==> src/rtl/mm_arbiter.sv <==
// mm_arbiter: two-port arbiter in front of a single-port machine memory.
//   Port A (core) and port B (loader) share one memory interface. One port is
//   granted per cycle; contention is resolved round-robin unless B holds a
//   burst lock, which is bounded to MAX_LOCK consecutive grants while A waits.
//
// Ports
//   clk, rst                 clock, asynchronous active-low reset
//   a_req/a_we/a_addr/a_wdata   core request, write-enable, address, write data
//   a_gnt/a_rvalid/a_rdata      core grant, read-valid, read data
//   b_req/b_we/b_lock/b_addr/b_wdata  loader request, write-enable, burst lock,
//                                     address, write data
//   b_gnt/b_rvalid/b_rdata      loader grant, read-valid, read data
//   mm_addr/mm_we/mm_dout       memory address, write-enable, write data
//   mm_din                      memory read data, one cycle after the address
module mm_arbiter #(
    parameter int ADDR_W   = 12,
    parameter int DATA_W   = 16,
    parameter int MAX_LOCK = 15
) (
    input  logic              clk,
    input  logic              rst,
    input  logic              a_req,
    input  logic              a_we,
    input  logic [ADDR_W-1:0] a_addr,
    input  logic [DATA_W-1:0] a_wdata,
    output logic              a_gnt,
    output logic              a_rvalid,
    output logic [DATA_W-1:0] a_rdata,
    input  logic              b_req,
    input  logic              b_we,
    input  logic              b_lock,
    input  logic [ADDR_W-1:0] b_addr,
    input  logic [DATA_W-1:0] b_wdata,
    output logic              b_gnt,
    output logic              b_rvalid,
    output logic [DATA_W-1:0] b_rdata,
    output logic [ADDR_W-1:0] mm_addr,
    output logic              mm_we,
    output logic [DATA_W-1:0] mm_dout,
    input  logic [DATA_W-1:0] mm_din
);

    localparam logic [7:0] MAX_LOCK_C = 8'(MAX_LOCK);

    typedef enum logic {
        PORT_A = 1'b0,
        PORT_B = 1'b1
    } port_t;

    port_t             last;
    logic [7:0]        lock_cnt;
    logic              lock_hold;
    logic [ADDR_W-1:0] addr_hold;
    logic [DATA_W-1:0] dout_hold;
    logic              a_vld_p1;
    logic              b_vld_p1;
    logic [DATA_W-1:0] a_rdata_q;
    logic [DATA_W-1:0] b_rdata_q;

    // Lock counter stops at MAX_LOCK so a long uncontended burst cannot wrap.
    function automatic logic [7:0] sat_inc(input logic [7:0] cnt);
        return (cnt < MAX_LOCK_C) ? cnt + 8'd1 : cnt;
    endfunction

    // Stage p0: grant decision and memory request, combinational from inputs.
    // A non-zero lock_cnt means the previous grant was a locked B grant, so
    // B keeps the memory only while the lock is still asserted and not spent.
    always_comb begin
        a_gnt     = 1'b0;
        b_gnt     = 1'b0;
        lock_hold = (lock_cnt != 8'd0) && (lock_cnt < MAX_LOCK_C) && b_lock;
        if (rst) begin
            if (a_req && b_req) begin
                if (lock_hold || (last == PORT_A)) begin
                    b_gnt = 1'b1;
                end else begin
                    a_gnt = 1'b1;
                end
            end else begin
                a_gnt = a_req;
                b_gnt = b_req;
            end
        end
    end

    always_comb begin
        mm_addr = addr_hold;
        mm_dout = dout_hold;
        mm_we   = 1'b0;
        if (a_gnt) begin
            mm_addr = a_addr;
            mm_dout = a_wdata;
            mm_we   = a_we;
        end else if (b_gnt) begin
            mm_addr = b_addr;
            mm_dout = b_wdata;
            mm_we   = b_we;
        end
    end

    always_ff @(posedge clk or negedge rst) begin
        if (!rst) begin
            last      <= PORT_B;
            lock_cnt  <= 8'd0;
            addr_hold <= '0;
            dout_hold <= '0;
            a_vld_p1  <= 1'b0;
            b_vld_p1  <= 1'b0;
            a_rdata_q <= '0;
            b_rdata_q <= '0;
        end else begin
            if (a_gnt) begin
                last <= PORT_A;
            end else if (b_gnt) begin
                last <= PORT_B;
            end
            lock_cnt <= (b_gnt && b_lock) ? sat_inc(lock_cnt) : 8'd0;
            if (a_gnt || b_gnt) begin
                addr_hold <= mm_addr;
                dout_hold <= mm_dout;
            end
            // Stage p1: read return, one cycle after the granted read.
            a_vld_p1 <= a_gnt && !a_we;
            b_vld_p1 <= b_gnt && !b_we;
            if (a_vld_p1) begin
                a_rdata_q <= mm_din;
            end
            if (b_vld_p1) begin
                b_rdata_q <= mm_din;
            end
        end
    end

    // Returned data passes straight through in the valid cycle and is held after.
    assign a_rvalid = a_vld_p1;
    assign b_rvalid = b_vld_p1;
    assign a_rdata  = a_vld_p1 ? mm_din : a_rdata_q;
    assign b_rdata  = b_vld_p1 ? mm_din : b_rdata_q;

endmodule

==> config.mk <==
export PLATFORM = sky130hd
export DESIGN_NAME = mm_arbiter
export DESIGN_NICKNAME = d
export VERILOG_FILES = /design/src/rtl/mm_arbiter.sv
export SDC_FILE = /design/constraint.sdc
export NUM_CORES = 1
export LEC_CHECK = 0
export ABC_AREA = 1
export BUFFER_PORTS_ARGS = -buffer_cell sky130_fd_sc_hd__buf_2
export CAP_MARGIN = 10
export CORE_MARGIN = 4
export CORE_UTILIZATION = 50
export DETAILED_ROUTE_END_ITERATION = 8
export HOLD_SLACK_MARGIN = 0.15
export MAX_ROUTING_LAYER = met4
export PLACE_DENSITY = 0.83
export RECOVER_POWER = 25
export SLEW_MARGIN = 20
export SYNTH_ARGS = -nofsm -noshare
export SYNTH_HDL_FRONTEND = slang
export SYNTH_SLANG_ARGS = --single-unit
==> constraint.sdc <==
create_clock -name clk -period 2.46 [get_ports clk]
set_clock_uncertainty 0.05 [all_clocks]
set_input_delay 0.246 -clock clk [delete_from_list [all_inputs] [get_ports clk]]
set_output_delay 0.246 -clock clk [all_outputs]
set_load 0.005 [all_outputs]
**Word-level counts from Yosys, hierarchy flattened**

Cells that the tools add are included.

- Bitwise gates (word level): 1
- Equal/unequal tests: 1
- Reduce and logical (&&, ||, !) cells: 12
- Divide/modulo/power cells: 0
- $add $sub $neg: 1
- Multipliers: 0
- Mux-type cells: 18
- Shifts and indexed selects: 0
- Magnitude comparators: 1

Operators by type and width:

| cell | count |
|---|---|
| 16-bit 2-to-1 mux | 4 |
| 12-bit 2-to-1 mux | 2 |
| 8-bit 2-to-1 mux | 2 |
| 1-bit 2-to-1 mux | 10 |
| 8-bit by 1-bit adder with 8-bit output, second input constant | 1 |
| 8-bit by 4-bit less-than comparator with 1-bit output, second input constant | 1 |
| 8-bit nonzero test | 1 |
| 1-bit logical AND | 6 |
| 1-bit logical NOT | 2 |
| 1-bit logical OR | 2 |
| 2-bit by 1-bit != test with 1-bit output, second input constant | 1 |
| 2-bit nonzero test | 1 |
| 1-bit NOT | 1 |

- ROM bits: 0
- Bits in latches: 0
- Input port bits: 79
- Memories: 0
- Register bits after elaboration: 71
- Memory bits (writable): 0
- Word-level logic and storage cells: 42

**Depth between registers and ports, before layout**

- Depth after elaboration: 9
- Depth in mapped cells: 12
- Depth with buffers taken out: 11

**Worst setup path before layout**

OpenSTA, ideal clock, no wires.

- Kind: register -> output
- Start point: register lock_cnt[0]
- End point: output mm_addr[0]
- Stages on the path, launching flop included: 13
- Setup slack: 0.707 ns
- Arrival time: 1.457 ns
- Path through: dfrtp_1 > ha_1 > nand2_2 > nor2_4 > nor2_4 > nand2_4 > nand2_2 > nand2_2 > nand2_4 > inv_6 > buf_12 > nand2_4 > nand3_1

- Cells in the longest elaborated chain, start to end: 9
- Elaborated cells on any way between the ends: 13
- Those cells by class: order compare: 1; mux: 8; reduce/logical: 4

RTL lines:

| what | line | RTL |
|---|---|---|
| from (decl) | 51 | `logic [7:0] lock_cnt;` |
| from (signal assigned) | 117 | `lock_cnt <= (b_gnt && b_lock) ? sat_inc(lock_cnt) : 8'd0;` |
| 8-bit by 4-bit less-than comparator with 1-bit output or 8-bit nonzero test (tied branches) | 71 | `lock_hold = (lock_cnt != 8'd0) && (lock_cnt < MAX_LOCK_C) && b_lock;` |
| 1-bit logical AND (*) (2 in series) | 71 |  |
| 1-bit logical OR (*) | 74 | `if (lock_hold \|\| (last == PORT_A)) begin` |
| 1-bit 2-to-1 mux | 74 |  |
| 1-bit 2-to-1 mux | 73 | `if (a_req && b_req) begin` |
| 1-bit 2-to-1 mux | 72 | `if (rst) begin` |
| 12-bit 2-to-1 mux | 94 | `end else if (b_gnt) begin` |
| 12-bit 2-to-1 mux (*) | 90 | `if (a_gnt) begin` |
| to (decl) | 37 | `output logic [ADDR_W-1:0] mm_addr,` |

Every way passes the cells marked *; elsewhere a longest branch is shown, timed or not.

**Worst setup path in the final report**

- Start point: register lock_cnt[0]
- End point: output mm_dout[12]

- Cells in the longest elaborated chain, start to end: 9
- Elaborated cells on any way between the ends: 13
- Those cells by class: order compare: 1; mux: 8; reduce/logical: 4

RTL lines:

| what | line | RTL |
|---|---|---|
| 8-bit by 4-bit less-than comparator with 1-bit output or 8-bit nonzero test (tied branches) | 71 |  |
| 1-bit logical AND (*) (2 in series) | 71 |  |
| 1-bit logical OR (*) | 74 |  |
| 1-bit 2-to-1 mux | 74 |  |
| 1-bit 2-to-1 mux | 73 |  |
| 1-bit 2-to-1 mux | 72 |  |
| 16-bit 2-to-1 mux | 94 |  |
| 16-bit 2-to-1 mux (*) | 90 |  |
| to (decl) | 39 | `output logic [DATA_W-1:0] mm_dout,` |

Marked as above.

==> reports/metrics.cfg <==
[finish]
drive_above_1_share=0.393
diodes=0
layout_commonest_cell=buf_2
syn_to_final_growth_pct=52.4
fin_nets=619
multi_input_area_um2=1430
fill_cells=385
seqCellArea_um2=1780
mostFrequentLayoutCells=buf_2, nand3_1, dlygate4sd3_1

[route]
ant_nets=0
vias_per_cell=5.26
num_vias=3255
routed_wl_um=10200
first_iter_violations=130
wl_per_cell_um=16.4
drcViolationCount=0
drtPass1Iterations=4

[min_path]
holdPathStages=5
hold_path_end=lock_cnt[3]
hold_path.class=input port to register
hp-start=b_lock

[timing]
report.final.slew_viol_count=0
finalSetupTns_ns=0
setup_viol=0
hold_violations=0
worst_hold_slack_ns=0.255
slew_headroom=0.0443
setup_slack_ns=0.0969
rsz0062_at_grt=false
max_freq_ghz=0.423
min_period_over_period=0.961
min_period_ns=2.36
worst_slew_pin_slew_ns=1.43

[pwr]
p_per_area_nw_per_um2=685
ir_drop_mv=0.449
p_leak_nw=2.79

[clock_network]
cts_tree=built
htree_levels=3
clk_latency_ns=0.34
clk_pin_slew_worst_paths_ns=0.07
cts.sinks=71
cts_buffer_depth=2
cts_root_buf=clkbuf_8
cts-buffers-inserted=9

[worst_setup_path]
crit_path_max_fanout=31
cp.required_ns=2.16
critical_path.startpoint_type=register
critical_path_class=register to output pin
r2r_slack_ns=0.17
cp-end-kind=output pin
r2r_end=dout_hold[0]
rr_worst_depth=11
cp_data_arrival_time_ns=2.07
r2r-start=lock_cnt[1]

[flow_run]
cap_violations=0

[place]
place_congestion=0.792
port_buffers=143
dpl.hpwl_um=6010
place_ws_ns=0.166

[floorplanning]
start_util=0.524
die_w_um=90.2
rows=29
die-area_um2=8140
die_h_um=90.2
core_area_um2=6460
io_pins=144

[logic_synthesis]
ys_ff_latch=71
ys_types=23
synth_cells=317
synth-seq-area-share=0.526
yosys_warnings=0
syn_nets=398
syn_area_um2=3380
syn_avg_cell_area_um2=10.7

[global_route]
grtUsageTotal=0.262
first_global_vias=3518
grt_overflow=0
grt_max_degree=67
grt_pass1_wl_um=16900
antenna_found_initial=0

[run_status]
status=finished, final reports clean

==> cells by family (layout without fill, tap and decap cells) <==
family | count (synthesis) | in the layout | share of synthesized area
DFF | 71 | 71 | 0.526
buffers and inverters | 29 | 254 | 0.0536
AOI/OAI and AO/OA | 2 | 2 | 0.00407
and+or+nand+nor | 179 | 179 | 0.297
muxes | 32 | 32 | 0.107
adders and majority gates | 2 | 2 | 0.00740
xor gates and xnor gates | 2 | 2 | 0.00518
==> flip-flops by register name, indices dropped and copies added (netlist names) <==
signal and flops:
a_rdata_q 16, a_rvalid 1, addr_hold 12, b_rdata_q 16
b_rvalid 1, dout_hold 16, last 1, lock_cnt 8
==> area by class of cell <==
type | instances | area share
clock buffers | 9 | 0.0240
multi-input cells | 217 | 0.276
well taps | 77 | 0.0187
repair inverters | 1 | 0.00170
clock inverters | 6 | 0.0260
inverters | 13 | 0.0150
repair buffers | 225 | 0.293
flip-flops and latches | 71 | 0.345
==> routing by layer <==
| metal | routed length (um) | global-route usage | vias to the layer above |
|---|---|---|---|
| met3 | 724 | 0.0643 | 27 |
| met2 | 5380 | 0.452 | 165 |
| met1 | 3810 | 0.301 | 1553 |
| li1 | - | - | 1510 |
| met5 | 0 | - | - |
| met4 | 246 | 0.0816 | 0 |
==> metrics by stage <==
stage	cell area [um^2]	std cells	utilization	total power, mW
floorplan	3380	317	-	1.83
global placement	4100	525	0.634	2.15
detailed placement	4100	525	0.634	2.19
CTS	5110	615	0.792	3.55
global route	5150	619	0.798	3.71
finish	5150	619	0.798	3.53
==> cell usage after synthesis, drive strengths merged <==
cell type  count  share of area
nor3b          1         0.0022
ha             2         0.0074
nand3         89           0.13
buf           10          0.031
mux2          32           0.11
nor3           1         0.0015
xor2           2         0.0052
dfrtp         70           0.52
a21oi          2         0.0041
nand2         72           0.14
inv           13          0.016
dfstp          1         0.0078
nor2          16          0.022
clkbuf         6         0.0067
==> worst max-delay path, stage by stage, from the launching register on <==
cell,delay (ns)
dfrtp_1,0.41
ha_2,0.21
nand2_2,0.08
nor2_4,0.04
nor2_4,0.18
nand2_4,0.08
nand2_2,0.06
nand2_2,0.06
nand2_4,0.13
inv_16,0.12
nand2_4,0.08
nand3_1,0.10
buf_2,0.16
==> repair_timing <==
item	4_1_cts	5_1_grt
setup endpoints to repair	30	33
endpoints found under the hold margin	67	0
buffers inserted	0	3
resized for setup	3	7
hold buffers	75	0
pin swaps	0	2
cloned	0	1
==> power by group <==
| part | switching (mW) | internal, mW | total [mW] | leakage, nW |
|---|---|---|---|---|
| logic | 0.430 | 0.475 | 0.905 | 1.78 |
| registers | 0.0550 | 1.37 | 1.42 | 0.879 |
| clock network | 0.435 | 0.771 | 1.21 | 0.129 |
| total | 0.920 | 2.61 | 3.53 | 2.79 |
==> worst max-delay path by stage <==
stage                           start           to  slack (ns)  depth (start not counted)
after floorplan           lock_cnt[0]   mm_addr[0]        0.71                         12
after global placement    lock_cnt[0]   mm_addr[5]        0.28                         11
after CTS                 lock_cnt[0]  mm_dout[14]       0.005                         11
after detailed placement  lock_cnt[0]  mm_dout[14]        0.17                         11
after global routing      lock_cnt[4]  mm_dout[12]        0.02                         11
final                     lock_cnt[0]  mm_dout[12]         0.1                         12
(Power assumes the default switching activity.)
